--- config.mk ---
export PLATFORM = sky130hd
export DESIGN_NAME = noc_credit_ingress_buffer
export DESIGN_NICKNAME = d
export VERILOG_FILES = /design/src/rtl/noc_credit_ingress_buffer.sv
export SDC_FILE = /design/constraint.sdc
export NUM_CORES = 1
export LEC_CHECK = 0
export ABC_AREA = 1
export CAP_MARGIN = 0
export CORE_MARGIN = 3
export CORE_UTILIZATION = 50
export DETAILED_ROUTE_END_ITERATION = 10
export PLACE_DENSITY = 0.88
export SLEW_MARGIN = 20
export SYNTH_ARGS = -nofsm -noshare
export SYNTH_HDL_FRONTEND = slang
export SYNTH_SLANG_ARGS = --single-unit
--- constraint.sdc ---
create_clock -name clk -period 4 [get_ports clk]
set_clock_uncertainty 0.15 [all_clocks]
set_input_delay 0.4 -clock clk [delete_from_list [all_inputs] [get_ports clk]]
set_output_delay 0.4 -clock clk [all_outputs]
set_load 0.05 [all_outputs]
--- src/rtl/noc_credit_ingress_buffer.sv ---
// Credit-return ingress FIFO for the receiving end of a credit-based NoC link.
// Optional overflow monitor enabled by defining NOC_CREDIT_OVF_CHECK_EN.
module noc_credit_ingress_buffer #(
    parameter int FLIT_WIDTH = 64,
    parameter int DEPTH      = 2,
    parameter int CNT_W      = 32
) (
    input  logic                         clk,
    input  logic                         reset_n,
    input  logic [FLIT_WIDTH-1:0]        flit_in,
    input  logic                         valid_in,
    output logic [FLIT_WIDTH-1:0]        flit_out,
    output logic                         valid_out,
    input  logic                         ready_in,
    output logic                         credit_out,
    output logic [$clog2(DEPTH+1)-1:0]   occupancy,
    output logic [$clog2(DEPTH+1)-1:0]   peak_occupancy,
    output logic [CNT_W-1:0]             flits_in_count,
    output logic [CNT_W-1:0]             flits_out_count,
    output logic                         overflow,
    output logic [CNT_W-1:0]             drop_count
);

    localparam int OCC_W = $clog2(DEPTH + 1);
    localparam int PTR_W = (DEPTH > 1) ? $clog2(DEPTH) : 1;

    // Pointers wrap at DEPTH-1 so non-power-of-two depths stay legal.
    function automatic logic [PTR_W-1:0] next_ptr(input logic [PTR_W-1:0] ptr);
        return (ptr == PTR_W'(DEPTH - 1)) ? '0 : ptr + PTR_W'(1);
    endfunction

    logic [FLIT_WIDTH-1:0] mem_r [DEPTH];
    logic [PTR_W-1:0]      wr_ptr_r;
    logic [PTR_W-1:0]      rd_ptr_r;
    logic [OCC_W-1:0]      occ_r;
    logic [OCC_W-1:0]      peak_r;
    logic [OCC_W-1:0]      occ_nxt_s;
    logic                  valid_r;
    logic                  credit_r;
    logic [CNT_W-1:0]      in_cnt_r;
    logic [CNT_W-1:0]      out_cnt_r;
    logic                  full_s;
    logic                  pop_s;
    logic                  push_s;

    // Handshake decode and next occupancy.
    always_comb begin
        full_s = (occ_r == OCC_W'(DEPTH));
        pop_s  = valid_r & ready_in;
        push_s = valid_in & (~full_s | pop_s);
        case ({push_s, pop_s})
            2'b10:   occ_nxt_s = occ_r + OCC_W'(1);
            2'b01:   occ_nxt_s = occ_r - OCC_W'(1);
            default: occ_nxt_s = occ_r;
        endcase
    end

    // FIFO storage, pointers, status, credit and counters.
    always_ff @(posedge clk) begin
        if (!reset_n) begin
            for (int i = 0; i < DEPTH; i++) begin
                mem_r[i] <= '0;
            end
            wr_ptr_r  <= '0;
            rd_ptr_r  <= '0;
            occ_r     <= '0;
            peak_r    <= '0;
            valid_r   <= 1'b0;
            credit_r  <= 1'b0;
            in_cnt_r  <= '0;
            out_cnt_r <= '0;
        end else begin
            if (push_s) begin
                mem_r[wr_ptr_r] <= flit_in;
                wr_ptr_r        <= next_ptr(wr_ptr_r);
                in_cnt_r        <= in_cnt_r + CNT_W'(1);
            end
            if (pop_s) begin
                rd_ptr_r  <= next_ptr(rd_ptr_r);
                out_cnt_r <= out_cnt_r + CNT_W'(1);
            end
            if (occ_nxt_s > peak_r) begin
                peak_r <= occ_nxt_s;
            end
            occ_r    <= occ_nxt_s;
            valid_r  <= (occ_nxt_s != '0);
            credit_r <= pop_s;
        end
    end

    assign flit_out        = mem_r[rd_ptr_r];
    assign valid_out       = valid_r;
    assign credit_out      = credit_r;
    assign occupancy       = occ_r;
    assign peak_occupancy  = peak_r;
    assign flits_in_count  = in_cnt_r;
    assign flits_out_count = out_cnt_r;

`ifdef NOC_CREDIT_OVF_CHECK_EN
    logic             drop_s;
    logic             overflow_r;
    logic [CNT_W-1:0] drop_cnt_r;

    assign drop_s = valid_in & full_s & ~pop_s;

    // Sticky overflow flag and drop counter; the dropped flit never reaches storage.
    always_ff @(posedge clk) begin
        if (!reset_n) begin
            overflow_r <= 1'b0;
            drop_cnt_r <= '0;
        end else if (drop_s) begin
            overflow_r <= 1'b1;
            drop_cnt_r <= drop_cnt_r + CNT_W'(1);
        end
    end

`ifndef SYNTHESIS
    // Flag every upstream credit-contract violation during simulation.
    always_ff @(posedge clk) begin
        if (reset_n && drop_s) begin
            $error("noc_credit_ingress_buffer: flit dropped, push while full");
        end
    end
`endif

    assign overflow   = overflow_r;
    assign drop_count = drop_cnt_r;
`else
    assign overflow   = 1'b0;
    assign drop_count = '0;
`endif

endmodule

# Yosys cells after proc, flatten, opt, wreduce, memory -nomap -nowiden
# Memories as Yosys holds them, arrays and structs flattened. A register that Yosys moved wholly into a read port is not among the register bits.
# Cells that the tools add are included.
# Widths: inputs -> output; s select.
# classes
addsub,6
order_cmp,1
eq_ne,3
mux,12
bitwise,4
n_reduce_logical,2
# ops
operator,n
$add 32x1->32 const B,2
$mux 64,1
$reduce_or 64->1,1
$mux 1,10
$eq 2x2->1 const B,2
$pmux 2 s2,1
$add 1x1->1 const B,2
$add 2x1->2 const B,1
$and 1x1->1,2
$eq 2x1->1 const B,1
$gt 2x2->1,1
$reduce_bool 2->1,1
$sub 2x1->2 const B,1
$not 1->1,1
$or 1x1->1,1
# totals
register_bits,72
ram_bits,128
input_bits,68
out_inout_bits,167
word_cells,37
n_memories,1
# memory_table
name,words,word_bits,read_ports,rd_clocked_by_memory_dff,write_ports,line,rtl
mem_r,2,64,1,1,2,32,logic [FLIT_WIDTH-1:0] mem_r [DEPTH];

# Depth between registers and ports, before layout
# Gate-level depths: netlist (run 1).
# logic_depth
word_depth,9
ltp_mapped,16

# Worst setup path after synthesis (run 1)
# No wires, ideal clock.
# synth_path
kind,reg-to-reg
start,"register valid_r, in the netlist valid_out"
end,memory mem_r[1][0] (enable)
setup_time_ns,0.424
arrival_time_ns,2.915
setup_slack_ns,0.511
path_stages_with_launch,9
path_buffers,2
cell_sequence,dfxtp_1 -> nand2_2 -> nand3_2 -> nand2_4 -> inv_4 -> nand3_2 -> buf_4 -> buf_2 -> nand2_1
# synth_lines
element,line,rtl
start: declaration,38,logic valid_r;
start signal: assignment,86,valid_r <= (occ_nxt_s != '0);
end: declaration,32,

==> results.md, run 1 <==
* RSZ-0062 raised after global routing: no
* Final HPWL DP at around 16,000 um
* Setup Viol. Count Final at 0
* Die Wd at 144 um
* All-Layer GR Usage at 20.8%
* PostCTS Resize Cnt at 0
* CTS clk-pin slew, worst paths at approximately 60 ps
* Grt total ovfl at 0
* F_max at 313 MHz
* H-tree levels at 1
* Util after Layout at between 60 and 70%
* Crit path setup slack, layout at 810 ps
* R2r startpoint: valid_out
* Distinct cells, synth at 37
* Fin nets at ~1,300
* Ys async rst share at 0%
* Layout cells sized above 1 at a little over a tenth
* Mean area per synthesized cell at 9.23 um2
* Detailed Route WL at 23,000 um
* Crit. End Element: output pin
* Worst R2R End: mem_r[1][59]
* Pin count of the biggest net entering global routing at 66
* Post-layout min period at 3190 ps
* Pre-CTS setup slack at 1120 ps
* Final worst path period share at 79.8%
* R2R Setup Slk at 1650 ps
* Multi-input gate area at approximately 3400 um2
* Status: finished clean
* Leak pwr at 5.02 nW
* Die area at 20,900 um2
* Hold depth at 2
* Hold Violations, Final at 0
* DRC violation total after the first TritonRoute iteration at 384
* Post-Syn Area at ~9600 um2
* Row Count at 50
* Io pins at between 200 and 250
* Wirelength per Cell at 15.5 um
* CTS tree: built
* Cell taking the most area after synthesis: edfxtp_1
* Register Area at 5310 um2
* Vias in the first global route at 7,194
* Post-synth EDFFs at 128
* Slew @ Worst Pin at 868 ps
* Root Buffer: clkbuf_16
* Clk Latency, worst-skew pair at 490 ps
* Residual DRC at 0
* Vias per cell at 5.04
* Largest cells by area after synthesis: edfxtp_1 (40%), dfxtp_1 (15%), nor2_1 (9.4%)
* Most common cell after layout, fill and taps aside: nor2_1
* Synth Flop Type: edfxtp_1
* PortBufs at 201
* CTS buffer count at 22
* End point of the critical path: flit_out[21]
* Syn Inst Count at 1,038
* VDD IR max at 374 uV
* Starting Density at between 50% and 60%
* Critical path fanouts, max at 43
* Die Span Y at 144 um
* Yosys reg bits at between 200 and 250
* Post-CTS setup buffers at 0
* Req. time, crit path at 3450 ps
* Diode count at 0
* Synth top area share at 40.1%
* Synthesis-to-layout area growth at 29.2%
* Slew headroom at a little over two fifths
* Worst EP arrival at 2640 ps
* Critical path class: reg2out
* Vias at around 7,500
* Sequential share of the synthesized area at a little under three fifths
* Routed Antenna Nets at 0
* Critical path launch point type: flip-flop
* Fillers at around 1,400
* First-pass GRT wire length at around 35,000 um
* Power Density at 471 nW/um2
* Reg2reg path depth at 7
* Final Wtd Congestion at between 0.8 and 0.9
* Core Box Area at 18,800 um2
* Max-cap violation count at 0
* TritonCTS Sinks at roughly 200
* First drt pass iteration count at 5
* Initial antenna violation count at 0
* Min-delay src: wr_ptr_r
* Hold Crit Class: reg2reg
* Setup TNS at 0 ps
* CTS max path bufs at 3
* Most frequent cells in the layout: nor2_1 (240), clkdlybuf4s50_1 (201), inv_1 (145), nand2_1 (140), edfxtp_1 (128)
* Synth warn at 0
* Hold_buf cts at 0
* Pins Over Slew Limit at 0
[per-layer routing]
layer | GRT usage (%) | vias up | part of all wire (%) | wire length (um)
met5 | 0 | - | 0 | 0
met4 | 5.69 | 0 | 2.1 | 478
met3 | 3.51 | 35 | 7.5 | 1720
met2 | 37.4 | 270 | 50 | 11500
met1 | 25.7 | 3516 | 41 | 9360
li1 | - | 3682 | - | -
[per-stage QoR]
stage	instances	instance area, um2	power (mW)	hold slack (ps)
after floorplan	1070	9700	3.47	322
after global placement	1448	11700	3.86	332
after detailed placement	1448	11700	3.88	342
after CTS	1488	12400	5.88	349
after global routing	1488	12400	6.04	386
final	1488	12400	5.83	348
[cell usage after synthesis (2+ instances only)]
master	n
buf_6	6
nor3b_1	3
nand3_1	36
buf_4	35
inv_1	145
o21a_1	4
inv_2	2
edfxtp_1	128
clkbuf_1	6
a21oi_1	24
nor2_4	5
mux2_2	64
nor3_1	12
dfxtp_1	73
nand4_1	26
o21bai_1	5
nand2_1	143
nor2_2	5
nor2_1	240
xor2_1	6
nor3b_2	3
nand3_2	5
buf_2	18
ha_1	4
and3_1	6
nand2_2	5
o21ai_0	19
[critical path, stage by stage, from the launching register on]
cell and delay (ps):
dfxtp_2 690, buf_12 320, mux2_2 370, clkdlybuf4s50_1 720
[how the worst min path moves through the flow]
stage	to	slack, ps
final	wr_ptr_r	350
after global routing	flits_out_count[31]	390
after CTS	wr_ptr_r	350
after detailed placement	wr_ptr_r	340
after global placement	flits_out_count[31]	330
after floorplan	flip-flop	320
[layout make-up]
type / count / share of cell area [%]
tap: 234 / 2.36
clock inverter: 8 / 0.667
clock buffer: 32 / 5.08
multi-input combinational: 655 / 27.5
timing repair buffer: 209 / 17.0
inverter: 149 / 4.54
sequential: 201 / 42.9
[sequential cells by signal, indices dropped and copies added (netlist names), named ones only]
register         flops
flits_out_count     32
occupancy            2
flits_in_count      32
mem_r              128
peak_occupancy       2
valid_out            1
rd_ptr_r             1
credit_out           1
wr_ptr_r             1
[logic make-up (layout without fill, tap and decap cells)]
logic type               count (synthesis)  in the layout  synth area share (%)
flip-flops                             201            201                  55.4
adder cells (fa/ha/maj)                  4              4                 0.522
multiplexers                            64             64                  7.52
buffers and inverters                  214            398                  10.5
XOR/XNOR                                 7              7                 0.640
AND/OR/NAND/NOR                        493            493                  22.3
AO/OA/AOI/OAI                           54             54                  3.12
other                                    1             33                0.0391
[power by group]
part	switching [mW]	internal, mW
combinational	0.929	0.484
clock	0.772	1.21
sequential	0.0682	2.36
total	1.77	4.06
Note: power is estimated with default switching activity, not from simulation.
==> run 2: changes to the inputs <==
--- a/config.mk
+++ b/config.mk
@@ -8,9 +8,9 @@
 export ABC_AREA = 1
 export CAP_MARGIN = 0
 export CORE_MARGIN = 3
-export CORE_UTILIZATION = 50
+export CORE_UTILIZATION = 45
 export DETAILED_ROUTE_END_ITERATION = 10
-export PLACE_DENSITY = 0.88
+export PLACE_DENSITY = 0.84
 export SLEW_MARGIN = 20
 export SYNTH_ARGS = -nofsm -noshare
 export SYNTH_HDL_FRONTEND = slang
==> constraint.sdc (replaced) <==
create_clock -name clk -period 2.9 [get_ports clk]
set_clock_uncertainty 0.15 [all_clocks]
set_input_delay 0.29 -clock clk [delete_from_list [all_inputs] [get_ports clk]]
set_output_delay 0.29 -clock clk [all_outputs]
set_load 0.05 [all_outputs]
==> run 2 against run 1 <==
  * Setup slack worse by 680 ps
  * First-iteration DRC count is 8.6% lower
  * Via count is 0.39% higher
  * Utilization is 5.2 points lower
  * Combinational power is 40% higher
  * Sequential share of layout area is 0.37 points lower
  * Sequential cell count stayed put
  * Total power is 39% higher
  * Critical path type unchanged
  * Critical path depth stayed put
  * Register-to-register slack worse by 990 ps
  * Sequential power is 37% higher
  * Routed wire length is 1.8% lower
==> results.md, run 2 (synthesized netlist as in run 1, its figures left out) <==
* Most common cell after layout, fill and taps aside: nor2_1
* Crit-path cells: buf_12 -> mux2_2 -> clkdlybuf4s50_1
* CTS max path bufs at 3 (unchanged)
* Diode count at 0 (unchanged)
* Crit path largest cell delay at 730 ps (about the same)
* VDD IR max at 560 uV (+50%)
* Setup Viol. Count Final at 0 (unchanged)
* Power Density at 649 nW/um2 (+38%)
* Pin count of the biggest net entering global routing at 65 (-1.5%)
* Total power at 8.10 mW (+39%)
* Crit path setup slack, layout at 134 ps (-676 ps)
* RSZ-0062 raised after global routing: no
* R2R Setup Slk at 660 ps (-990 ps)
* CTS tree: built
* Critical path launch point type: flip-flop
* Root Buffer: clkbuf_16
* PortBufs at 201 (unchanged)
* Fillers at 1,702 (+22%)
* All-Layer GR Usage at 19.0% (-1.8 points)
* Pre-CTS setup slack at 296 ps (-827 ps)
* Die area at 23,100 um2 (+11%)
* Setup TNS at 0 ps (unchanged)
* Req. time, crit path at 2460 ps (-990 ps)
* Hold Violations, Final at 0 (unchanged)
* Post-layout min period at ~2800 ps
* Post-route cell area at 12,500 um2 (+0.86%)
* Synthesis-to-layout area growth at 30.3%
* Final HPWL DP at 15,200 um (-2.2%)
* Final worst path period share at 95.4%
* Status: finished clean
* DRC violation total after the first TritonRoute iteration at 351 (-8.6%)
* End point of the critical path: flit_out[3]
* Wirelength per Cell at 14.8 um (-4.3%)
* R2r startpoint: valid_out
* Largest reg by FF count: mem_r
* H-tree levels at 1 (unchanged)
* Clk Latency, worst-skew pair at 480 ps (about the same)
* Layout cells sized above 1 at 11.1% (+0.69 points)
* Vias in the first global route at 7,471 (+3.9%)
* First-pass GRT wire length at 37,200 um (+6.0%)
* Final Wtd Congestion at 0.881 (+2.6%)
* Reg2reg path depth at 14 (+7)
* TritonCTS Sinks at 201 (unchanged)
* Worst R2R End: peak_occupancy[0]
* Post-CTS setup buffers at 0 (unchanged)
* Placed Area at 11,800 um2 (+0.75%)
* Placed instance count at 1,488 (+2.8%)
* Vias per cell at 4.93 (-2.2%)
* Die Wd at 152 um (+5.2%)
* Slew headroom at 62.3% (+20 points)
* Row Count at 52 (+4.0%)
* Worst-path cell with the longest stage delay: clkdlybuf4s50_1
* Max FFs per register at 128 (unchanged)
* Pins Over Slew Limit at 0 (unchanged)
* Hold_buf cts at 0 (unchanged)
* Critical path fanouts, max at 64 (+49%)
* Hold Crit Class: in2reg
* Routed Antenna Nets at 0 (unchanged)
* Leak pwr at 5.06 nW (+0.67%)
* Worst EP arrival at 2330 ps (-310 ps)
* F_max at 362 MHz
* Vias at 7,532 (+0.39%)
* First drt pass iteration count at 5 (unchanged)
* Non-filler cells, final at 1,527 (+2.6%)
* Max-cap violation count at 0 (unchanged)
* Fin nets at 1,315 (+0.38%)
* Core Box Area at 20,600 um2 (+9.5%)
* Io pins at 235 (unchanged)
* Crit. End Element: output pin
* Residual DRC at 0 (unchanged)
* Most frequent cells in the layout: nor2_1 (240), clkdlybuf4s50_1 (201), inv_1 (145), nand2_1 (140), edfxtp_1 (128)
* Slew @ Worst Pin at 564 ps (-304 ps)
* Detailed Route WL at 22,600 um (-1.8%)
* CTS clk-pin slew, worst paths at 60 ps (about the same)
* Initial antenna violation count at 0 (unchanged)
* Starting Density at 46.6% (-4.4 points)
* Grt total ovfl at 0 (unchanged)
* Critical path class: reg2out
* CTS buffer count at 23 (+4.5%)
* PostCTS Resize Cnt at 0 (unchanged)
* Die Span Y at 152 um (+5.2%)
==> run 2: changes by cell type in the layout (fill, tap and decap cells not counted), sizes merged <==
| cell | previous run | this run |
|---|---|---|
| buf | 8 | 12 |
| bufinv | 2 | 3 |
| clkinvlp | 0 | 2 |
| inv | 148 | 149 |
| clkbuf | 32 | 27 |
==> run 2: worst min path at each step <==
stage | startpoint | slack, ps | cells past startpoint | endpoint
after CTS | flit_in[21] | 290 | 3 | mem_r[0][21]
after global routing | flit_in[9] | 310 | 3 | mem_r[1][9]
after detailed placement | flits_in_count[5] | 340 | 2 | flits_in_count[5]
final | flit_in[36] | 320 | 3 | mem_r[1][36]
after global placement | flits_in_count[5] | 330 | 2 | flits_in_count[5]
after floorplan | rd_ptr_r | 320 | 2 | flip-flop
==> run 2: routing by layer <==
metal	vias to the layer above	track usage (%)	part of all wire (%)
met5	-	0	0
met4	0	4.20	1.6
met3	39	3.47	6.8
met2	288	33.9	49
met1	3512	24.2	42
li1	3693	-	-
==> run 2: per-stage QoR <==
stage / hold WS, ps / utilization [%]
finish: 317 / 60.7
global route: 312 / 60.7
CTS: 293 / 60.7
detailed placement: 342 / 57.2
global placement: 329 / 57.2
floorplan: 322 / -
==> run 2: power breakdown <==
group	total [mW]	switching, mW	internal, mW
combinational	1.98	1.31	0.673
sequential	3.33	0.0712	3.26
clock	2.80	1.08	1.72
==> run 2: area by class of cell <==
cell class | instances | area, um2 | share of cell area, %
flip-flops and latches | 201 | 5310 | 42.5
multi-input cells | 655 | 3400 | 27.2
repair buffers | 213 | 2150 | 17.2
clock buffers | 27 | 591 | 4.73
inverters | 149 | 562 | 4.50
well taps | 270 | 338 | 2.70
clock inverters | 12 | 140 | 1.12
==> run 2: critical path, delay by kind of cell (launching register included) <==
kind                   cells  cell delay, ps
multiplexers               1             390
flip-flops                 1             340
buffers and inverters      2            1000
